File: config.mk
export PLATFORM = sky130hd
export DESIGN_NAME = io_annul_scheduler
export DESIGN_NICKNAME = d
export VERILOG_FILES = /design/src/rtl/io_annul_scheduler.sv
export SDC_FILE = /design/constraint.sdc
export NUM_CORES = 1
export LEC_CHECK = 0
export ABC_AREA = 1
export CORE_MARGIN = 2
export CORE_UTILIZATION = 30
export DETAILED_ROUTE_END_ITERATION = 8
export PLACE_DENSITY_LB_ADDON = 0.2
export SKIP_LAST_GASP = 1
export SLEW_MARGIN = 30
export SYNTH_ARGS = -nofsm -noshare
export SYNTH_HDL_FRONTEND = slang
export SYNTH_SLANG_ARGS = --single-unit
File: constraint.sdc
create_clock -name clock -period 3.05 [get_ports clock]
set_clock_uncertainty 0.1 [all_clocks]
set_input_delay 0.61 -clock clock [delete_from_list [all_inputs] [get_ports clock]]
set_output_delay 0.61 -clock clock [all_outputs]
set_load 0.02 [all_outputs]
File: src/rtl/io_annul_scheduler.sv
// io_annul_scheduler: barrel-slot I/O annul/retry decision with per-thread
// retry counting, sticky starvation timeout and a global annul statistic.
module io_annul_scheduler #(
  parameter int THREAD_COUNT = 8,
  parameter int THREAD_WIDTH = 3,
  parameter int RETRY_WIDTH  = 8,
  parameter int STAT_WIDTH   = 16
) (
  input  logic                    clock,
  input  logic                    reset_n,
  input  logic                    instr_valid,
  input  logic                    IO_ready,
  input  logic [RETRY_WIDTH-1:0]  retry_limit,
  input  logic                    clear_valid,
  input  logic [THREAD_WIDTH-1:0] clear_thread,
  output logic [THREAD_WIDTH-1:0] current_thread,
  output logic                    annul,
  output logic                    io_forced,
  output logic [THREAD_COUNT-1:0] timed_out,
  output logic                    timeout_pulse,
  output logic [THREAD_WIDTH-1:0] timeout_thread,
  output logic [RETRY_WIDTH-1:0]  retry_count,
  output logic [STAT_WIDTH-1:0]   annul_total
);
  logic [RETRY_WIDTH-1:0]  r_retry [THREAD_COUNT];
  logic [THREAD_WIDTH-1:0] r_thread;
  logic [THREAD_COUNT-1:0] r_timed_out;
  logic                    r_pulse;
  logic [THREAD_WIDTH-1:0] r_timeout_thread;
  logic [STAT_WIDTH-1:0]   r_annul_total;
  logic                    w_stalled;
  logic                    w_annul;
  logic                    w_forced;
  logic [RETRY_WIDTH-1:0]  w_retry_cur;
  logic [RETRY_WIDTH:0]    w_retry_inc;
  logic                    w_limit_hit;
  logic                    w_clear_self;
  logic                    w_timeout;
  logic [THREAD_WIDTH-1:0] w_thread_next;
  assign w_stalled     = instr_valid & ~IO_ready;
  assign w_annul       = w_stalled & ~r_timed_out[r_thread];
  assign w_forced      = w_stalled & r_timed_out[r_thread];
  assign w_retry_cur   = r_retry[r_thread];
  // One extra bit so the limit compare is exact even when the counter is saturated
  assign w_retry_inc   = {1'b0, w_retry_cur} + 1'b1;
  assign w_limit_hit   = (|retry_limit) && (w_retry_inc >= {1'b0, retry_limit});
  // A clear aimed at the slot's own thread suppresses the timeout entirely
  assign w_clear_self  = clear_valid && (clear_thread == r_thread);
  assign w_timeout     = w_annul & w_limit_hit & ~w_clear_self;
  assign w_thread_next = (r_thread == THREAD_WIDTH'(THREAD_COUNT - 1)) ? '0 : r_thread + 1'b1;
  always_ff @(posedge clock or negedge reset_n) begin
    if (!reset_n) begin
      r_thread         <= '0;
      r_timed_out      <= '0;
      r_pulse          <= 1'b0;
      r_timeout_thread <= '0;
      r_annul_total    <= '0;
      for (int i = 0; i < THREAD_COUNT; i++) r_retry[i] <= '0;
    end else begin
      r_thread <= w_thread_next;
      r_pulse  <= w_timeout;
      if (w_annul) r_retry[r_thread] <= (&w_retry_cur) ? w_retry_cur : w_retry_inc[RETRY_WIDTH-1:0];
      else if (instr_valid & IO_ready) r_retry[r_thread] <= '0;
      if (w_timeout) begin
        r_timed_out[r_thread] <= 1'b1;
        r_timeout_thread      <= r_thread;
      end
      // Later assignments win, so a clear overrides this cycle's own-thread update
      if (clear_valid) begin
        r_retry[clear_thread]     <= '0;
        r_timed_out[clear_thread] <= 1'b0;
      end
      if (w_annul && !(&r_annul_total)) r_annul_total <= r_annul_total + 1'b1;
    end
  end
  assign current_thread = r_thread;
  assign annul          = w_annul;
  assign io_forced      = w_forced;
  assign timed_out      = r_timed_out;
  assign timeout_pulse  = r_pulse;
  assign timeout_thread = r_timeout_thread;
  assign retry_count    = w_retry_cur;
  assign annul_total    = r_annul_total;
endmodule
==> out/results.txt, run 1 <==
power per cell area - 651 nW/µm²
I/O Buffers - 56
global-route usage over all layers - 19.8%
P_leak - 0.00397 µW
Die H - 150 µm
Seq/Total Area, Yosys - 37.3%
Seq. cell area - 2380 µm²
DRC errors left - 0
f_max - 0.326 GHz
CTS clk-pin slew, worst paths - 80 ps
top cells by area, synth - dfrtp_1 37%, nand2_1 19%, a21oi_1 11%, o21ai_0 5.6%, inv_1 4.7%
peak supply drop - 0.325 mV
Hold Buf Count CTS - 0
Worst setup EP type - flop
Rows - 53
area growth from synthesis to layout - 29.9%
Final setup viols - 7
#FFs+latches synth - 95
Die W - 150 µm
RSZ-0062 raised after global routing - yes
Req. time, crit path - 3240 ps
syn avg cell area - 6.77 µm²
area of the mapped netlist - 6370 µm²
RD Place Congestion - 0.881
Tot Pwr - 5390 µW
cell area after placement - 7680 µm²
first-pass detailed-route iteration total - 5
Seq pwr share - 34.0%
worst hold-check path type - input pin to asynchronous set/reset pin
Hold Fails Final Rpt - 0
share of layout cells above drive strength 1 - 15.0%
Final period util - 101%
# diodes - 0
fin. max-slew vios - 0
status - complete, but fails checks
CP Max Fanout - 11
Synth Warn # - 0
die area - 22400 µm²
maxcap violations - 0
vias in the first global route - 6113
post-DP HPWL - 15700 µm
Slew @ Worst Pin - 914 ps
Synth Net Count - 969
first-pass GRT wire length - 33900 µm
switch share - 41.0%
starting density of the core - 30.4%
CTS Sinks - 95
Critical R2R Launch - current_thread[0]
CTS H-tree depth - 3
grt ovf - 0
clock share of power - 23.5%
Final Instance Count excl. Fillers - 1331
CTS tree - built
root buffer cell - clkbuf_16
dpl ws - -191 ps
wire length per cell - 16.5 µm
crit path launch - current_thread[0]
Synth cell types - 37
Iter 0 DRT Violations - 426
switching power - 2210 µW
critical path arrival - 3260 ps
multi-input logic area - 3630 µm²
Top Ports - 57
pin count of the biggest net entering global routing - 96
core area - 21000 µm²
top cell type by total area after synthesis - dfrtp_1
TritonCTS Buffers - 9
Post-Syn Instances - 941
total number of vias - 6606
Final min period - 3070 ps
combinational share of power - 42.5%
Placed Cells - 1305
setup TNS - -118 ps
final worst slack - -22.1 ps
failing checks - negative setup slack
CTS max path bufs - 2
NumNets Final - 1079
CP Launch Type - flop
worst skew pair latency - 360 ps
vias per cell - 4.96
fillcell total - 2277
final WL - 21900 µm
crit path kind - flop to flop
initial antenna violation count - 0
cell area after layout - 8280 µm²
relative slew slack - 39.1%
internal power - 3180 µW
top cell type's share of synthesized area - 37.3%
Final ANT Viol Nets - 0
==> metrics by stage <==
stage          util [%]  hold slack [ps]
2_1_floorplan         -              214
3_3_place_gp       36.6              380
3_5_place_dp       36.6              387
4_1_cts            38.2              161
5_1_grt            39.5              185
6_report           39.5              136
==> flip-flops by register name, summed over array words and instances (netlist names) <==
signal and cells:
timeout_thread 3, annul_total 16, timed_out 8, r_retry 64, timeout_pulse 1, current_thread 3
==> per-layer routing <==
layer	global-route usage (%)	wire length (µm)	part of all wire, %
met1	26.1	9920	45
met2	32.7	10500	48
met3	3.11	797	3.6
met4	7.26	727	3.3
met5	0	0	0
==> power groups by stage <==
stage                     Combinational (µW)  Sequential, µW  Clock (µW)
after floorplan                         1130            1860           0
after global placement                  2110            1850           0
after detailed placement                2120            1850           0
after CTS                               2130            1830        1290
after global routing                    2540            1870        1340
final                                   2290            1830        1260
==> logic make-up (layout without fill, tap and decap cells) <==
kind of cell    after synthesis  in the layout  synth area share (%)
fa+ha+maj                    12             12                  2.36
mux                           4              4                 0.707
xor+xnor                     17             17                  2.34
simple gates                465            466                  30.6
compound gates              219            219                  17.7
buf+inv                     129            243                  8.94
flops                        95             95                  37.3
==> worst max-delay path, stage by stage, from the launching register on <==
cell and delay [ps]:
dfrtp_2 470, buf_12 170, o21ai_1 130, nand2_1 60, nand2_1 50, nand2_1 50
nand2_2 110, buf_6 130, inv_1 70, nor2_4 140, buf_4 140, nand4_1 100
nand2_2 100, inv_1 50, ha_1 260, nand2_1 80, o21bai_1 100, nand2_1 60
nand2_1 70, nand2_2 60, nor2_4 160, nand2_4 110, nand2_4 100, nand2_1 50
o21ai_1 60
==> layout make-up <==
type	instances	area share, %
multi-input cells	718	43.8
flip-flops and latches	95	28.8
repair buffers	141	15.4
well taps	275	4.16
inverters	86	3.93
clock buffers	9	2.72
clock inverters	7	1.18
==> path summary, 6_finish.rpt <==
path | endpoint | slack (ps) | cells after the start
max reg2reg | timeout_thread[2] | -20 | 24
min in group clock | annul_total[8] | 400 | 1
max in group asynchronous | annul_total[9] | 1910 | 2
min reg2reg | annul_total[8] | 400 | 1
max | timeout_thread[2] | -20 | 24
min | r_retry[13] | 140 | 1
==> cells in the final DEF, fill, tap and decap left out, types with 4 or more instances in the layout <==
master,Yosys,layout
dfrtp_1,95,92
nand4_1,7,7
o21ai_0,71,65
ha_1,12,7
inv_1,79,77
nor2_1,54,51
nand3b_1,6,6
xnor2_1,7,7
nor4_1,5,5
xor2_1,10,9
buf_12,0,4
ha_4,0,5
o21ai_1,5,9
a21oi_1,135,132
buf_4,6,78
inv_2,4,5
nand2_1,325,316
clkdlybuf4s50_1,0,47
dlygate4sd2_1,0,5
nand3_1,50,48
clkbuf_16,0,10
nand2_2,5,9
nand2_4,2,8
nor2_4,1,6
==> cells in the mapped netlist <==
cell type  instances
buf_2             14
o21ai_0           71
o211ai_1           2
a211oi_4           1
xnor2_1            7
ha_1              12
nand4_1            7
nor4_2             1
a21oi_1          135
nor4_1             5
nand2_1          325
nand3b_1           6
nand2_4            2
inv_2              4
nor2_1            54
o21bai_1           1
o21ai_1            5
clkinv_1           3
nand4_2            1
xor2_1            10
nor2_4             1
nor3_1             2
clkbuf_1          17
nor2_2             3
nand3_1           50
dfrtp_1           95
nand3_2            1
inv_1             79
o21a_1             3
o21ai_2            1
mux2_2             2
nand3_4            1
buf_6              6
mux2_1             2
buf_4              6
nand2_2            5
nor3_2             1
==> what timing repair did <==
| item | CTS | global route |
|---|---|---|
| cloned | 1 | 2 |
| buffers inserted | 1 | 6 |
| resized for setup | 10 | 42 |
| setup endpoints to repair | 19 | 16 |
| hold endpoints to repair | 0 | 0 |
| pin swaps | 2 | 16 |
Power figures use the tool's default switching activity.
==> inputs of run 2 (changes only) <==
--- a/config.mk
+++ b/config.mk
@@ -6,10 +6,13 @@
 export NUM_CORES = 1
 export LEC_CHECK = 0
 export ABC_AREA = 1
+export CELL_PAD_IN_SITES_DETAIL_PLACEMENT = 0
+export CELL_PAD_IN_SITES_GLOBAL_PLACEMENT = 2
 export CORE_MARGIN = 2
 export CORE_UTILIZATION = 30
 export DETAILED_ROUTE_END_ITERATION = 8
 export PLACE_DENSITY_LB_ADDON = 0.2
+export SKIP_CTS_REPAIR_TIMING = 1
 export SKIP_LAST_GASP = 1
 export SLEW_MARGIN = 30
 export SYNTH_ARGS = -nofsm -noshare
==> out/results.txt, run 2 (synthesis gave the netlist of run 1 again) <==
wire length per cell - 17.2 µm
Largest register FFs - 64
Die H - 150 µm
Top reg by flops - r_retry
Tot Pwr - 5240 µW
Die W - 150 µm
root buffer cell - clkbuf_16
Final min period - 3080 ps
relative slew slack - 52.5%
area growth from synthesis to layout - 26.7%
power per cell area - 649 nW/µm²
RD Place Congestion - 0.820
critical path arrival - 3210 ps
CTS clk-pin slew, worst paths - 70 ps
starting density of the core - 30.4%
fin. max-slew vios - 0
global-route usage over all layers - 20.8%
Final Instance Count excl. Fillers - 1321
Final period util - 101%
switch share - 40.8%
worst hold-check path type - input pin to asynchronous set/reset pin
final WL - 22700 µm
I/O Buffers - 56
clock share of power - 23.8%
NumNets Final - 1069
vias per cell - 4.86
CTS H-tree depth - 3
P_leak - 0.00391 µW
TritonCTS Buffers - 9
first-pass detailed-route iteration total - 5
status - complete, but fails checks
first-pass GRT wire length - 35600 µm
grt ovf - 0
most common cell after layout, fill and taps aside - nand2_1
Worst setup EP type - flop
Req. time, crit path - 3180 ps
DRC errors left - 0
CP Launch Type - flop
CTS max path bufs - 2
commonest cells after routing, fill and taps aside - 319 x nand2_1, 134 x a21oi_1, 92 x dfrtp_1, 78 x inv_1, 73 x buf_4
failing checks - negative setup slack
peak supply drop - 0.241 mV
crit path kind - flop to flop
final worst slack - -28.6 ps
initial antenna violation count - 0
combinational share of power - 41.0%
core area - 21000 µm²
Rows - 53
internal power - 3100 µW
die area - 22400 µm²
f_max - 0.325 GHz
Top Ports - 57
post-DP HPWL - 16100 µm
pin count of the biggest net entering global routing - 127
Seq pwr share - 35.2%
Iter 0 DRT Violations - 398
CP Max Fanout - 11
Hold Fails Final Rpt - 0
Placed Cells - 1302
Final ANT Viol Nets - 0
Final setup viols - 11
CTS tree - built
dpl ws - -172 ps
total number of vias - 6419
Slew @ Worst Pin - 713 ps
vias in the first global route - 6255
switching power - 2140 µW
# diodes - 0
share of layout cells above drive strength 1 - 13.6%
worst skew pair latency - 360 ps
maxcap violations - 0
CTS Sinks - 95
RSZ-0062 raised after global routing - yes
run 2: changes by cell type in the layout (fill, tap and decap cells not counted), moves of 3 or more:
cell,before,now
buf_4,78,73
dlygate4sd2_1,5,0
dlymetal6s2s_1,3,6
ha_1,7,10
ha_4,5,2
inv_8,3,0
nand2_1,316,319
nor2_1,51,48
nor2_2,1,7
nor2_4,6,3
run 2: power groups by stage:
stage | clock network (µW) | registers (µW) | logic (µW)
5_1_grt | 1330 | 1890 | 2400
4_1_cts | 1290 | 1850 | 2090
3_5_place_dp | 0 | 1870 | 2080
3_3_place_gp | 0 | 1870 | 2090
2_1_floorplan | 0 | 1860 | 1130
6_report | 1250 | 1840 | 2150
run 2: path summary, 6_finish.rpt:
check / from / end / slack [ps] / cells after the start
min in group clock: timeout_thread[1] / timeout_thread[1] / 400 / 2
worst min register to register: timeout_thread[1] / timeout_thread[1] / 400 / 2
worst max register to register: current_thread[0] / timed_out[7] / -30 / 20
max in group asynchronous: reset_n / r_retry[63] / 2010 / 2
worst min-delay path: reset_n / r_retry[24] / 180 / 1
worst max-delay path: current_thread[0] / timed_out[7] / -30 / 20
run 2: cell type report:
type                       instances  area [µm²]
fill                            2308       12900
multi-input combinational        718        3540
sequential                        95        2380
timing repair buffer             131        1160
tap                              275         344
inverter                          86         325
clock buffer                      10         239
clock inverter                     6        78.8
run 2: metal layers:
metal	vias to the layer above	global-route usage [%]	part of all wire [%]
met5	-	0	0
met1	3045	28.0	46
li1	3251	-	-
met3	18	3.23	3.4
met4	0	5.05	1.7
met2	105	35.0	49
run 2: per-stage QoR:
step                      utilization (%)  setup TNS, ps  cell area, µm²  hold WS [ps]
final                                38.5           -235            8070           178
after global routing                 38.5          -2800            8070           213
after CTS                            37.9          -3070            7950           190
after detailed placement             36.4          -1930            7630           390
after global placement               36.4          -1030            7630           378
after floorplan                         -          -4900            6400           214
run 2: critical path: stages (launching register included):
cell	delay [ps]
dfrtp_2	440
buf_6	150
o211ai_1	190
nand4_1	240
ha_4	250
inv_2	60
nor2_4	40
nand2_4	80
xor2_2	150
inv_1	90
ha_4	250
a21oi_2	110
o21ai_1	70
o21bai_1	120
nand2_1	60
nand2_1	50
nand2_1	80
nor2_4	150
nand2_4	110
nand3_1	100
a21oi_1	70
==> patch: new RTL, flow settings as in run 1 <==
Set the parameter `RETRY_WIDTH` to 10 (it was 8).
--- a/src/rtl/io_annul_scheduler.sv
+++ b/src/rtl/io_annul_scheduler.sv
@@ -4,5 +4,5 @@
   parameter int THREAD_COUNT = 8,
   parameter int THREAD_WIDTH = 3,
-  parameter int RETRY_WIDTH  = 8,
+  parameter int RETRY_WIDTH  = 10,
   parameter int STAT_WIDTH   = 16
 ) (
Interface: changed (resized retry_count and retry_limit); port bits go from 57 to 61. The function was not compared with the original's and may differ.
==> patch against run 1 <==
- the flow still finishes with violations (negative setup slack)
- total power down 14%
- first-iteration DRC count up 57%
- via count up 15%
- area after synthesis up 15%
- sequential cell count up 16
- design area up 18%
- die area up 14%
- critical path depth unchanged
- wire length up 17%
- worst setup slack worse by 0.15 ns
- critical path type unchanged
- highest routed layer unchanged
==> patch: results (changes against run 1) <==
| Metric | Value |
|---|---|
| P_seq | `1.87 mW (+2%)` |
| Drt first pass iters | `4 (-1)` |
| Synth top cells by count | `nand2_1 (347), a21oi_1 (134), dfrtp_1 (111)` |
| Placed inst area | `8989 um^2 (+17%)` |
| Largest cells by area after synthesis | `dfrtp_1 (38%), nand2_1 (18%), a21oi_1 (9.2%)` |
| Total negative slack | `-1.799 ns (-1.681 ns)` |
| Port bufs | `60 (+7.1%)` |
| PnR worst setup slack | `-0.1671 ns (-0.1450 ns)` |
| Met2 Usage GRT | `0.3066 (-0.02026)` |
| Peak supply drop | `338.9 uV (+4.3%)` |
| P_int | `2.951 mW (-7.2%)` |
| Post-synthesis cell type count | `36 (-2.7%)` |
| Clk pwr share | `0.285 (+0.050)` |
| Critical Path Fanout Max | `7 (-4)` |
| GPL Wtd Cong | `0.8782 (-0.26%)` |
| Met1 wire length | `12.27 mm (+24%)` |
| Post-synthesis net count | `1110 (+15%)` |
| CP Data Arrival Time | `3.42 ns (+0.16 ns)` |
| Outcome | `finished with violations` |
| DR WL/cell | `16.45 um (about the same)` |
| Via count of the first global-routing pass | `7260 (+19%)` |
| Ys flop type | `dfrtp_1` |
| Static leakage | `4.642 nW (+17%)` |
| 1st-iter DRT viols | `667 (+57%)` |
| Diodes inserted | `0 (unchanged)` |
| Max FFs per register | `80 (+25%)` |
| Total Routing Usage GR | `0.2021 (+0.004515)` |
| Failing checks | `negative setup slack` |
| CTS Buf Count | `9 (unchanged)` |
| Post-DP HPWL | `18.15 mm (+16%)` |
| DR vias | `7608 (+15%)` |
| Met2 WL | `11.12 mm (+6.4%)` |
| Met3 routed WL | `1.424 mm (+79%)` |
| Setup violators final | `12 (+5)` |
| First-pass GRT wire length | `40.47 mm (+19%)` |
| Switching pwr | `1.686 mW (-24%)` |
| Nets | `1258 (+17%)` |
| Met3 usage | `0.03299 (+0.001889)` |
| Layout filler cell count | `2581 (+13%)` |
| Largest net degree at the start of global routing | `57 (-41%)` |
[patch: area by class of cell]
type,instances,area (um^2),share of cell area
clock inverter,7,95.09,0.009726
clock buffer,9,225.2,0.02304
sequential,111,2780,0.2844
inverter,109,421.7,0.04313
timing repair buffer,179,1630,0.1668
multi-input combinational,816,4219,0.4315
tap,324,405.4,0.04146
[patch: worst register-to-register path: cells and delay by family, from the launching register on]
kind / cells / cell delay [ns]
adder cells (fa/ha/maj): 2 / 0.40
AND/OR/NAND/NOR: 13 / 1.19
buffers and inverters: 4 / 0.34
XOR/XNOR: 1 / 0.16
flip-flops: 1 / 0.48
AO/OA/AOI/OAI: 4 / 0.49
[patch: stage by stage]
step                instances  hold WS, ns  utilization
floorplan                1078       0.2144            -
global placement         1519       0.3717       0.3729
detailed placement       1519       0.3787       0.3729
CTS                      1549       0.1116       0.3960
global route             1555       0.1187       0.4056
finish                   1555      0.09747       0.4056
[patch: timing repair]
item,4_1_cts,5_1_grt
cloned,2,0
gates resized for setup,35,61
buffers inserted,12,6
pin swaps,22,26
hold endpoints to repair,0,0
endpoints found under the setup margin,18,92
[patch: cells by family (layout without fill, tap and decap cells)]
family | after synthesis | in the layout | synth area share
AOI/OAI and AO/OA | 219 | 219 | 0.1614
xor gates and xnor gates | 20 | 20 | 0.02498
and+or+nand+nor | 562 | 563 | 0.3232
adders and majority gates | 14 | 14 | 0.02396
DFF | 111 | 111 | 0.3799
buffers and inverters | 152 | 304 | 0.08658
[patch: final timing paths]
kind / endpoint / cells after the start / slack, ns
max in group asynchronous: r_retry[75] / 2 / 2.06
setup / recovery: timeout_thread[0] / 24 / -0.17
hold reg to reg: timeout_thread[0] / 2 / 0.40
min in group clock: timeout_thread[0] / 2 / 0.40
hold / removal: r_retry[22] / 1 / 0.1
setup reg to reg: timeout_thread[0] / 24 / -0.17
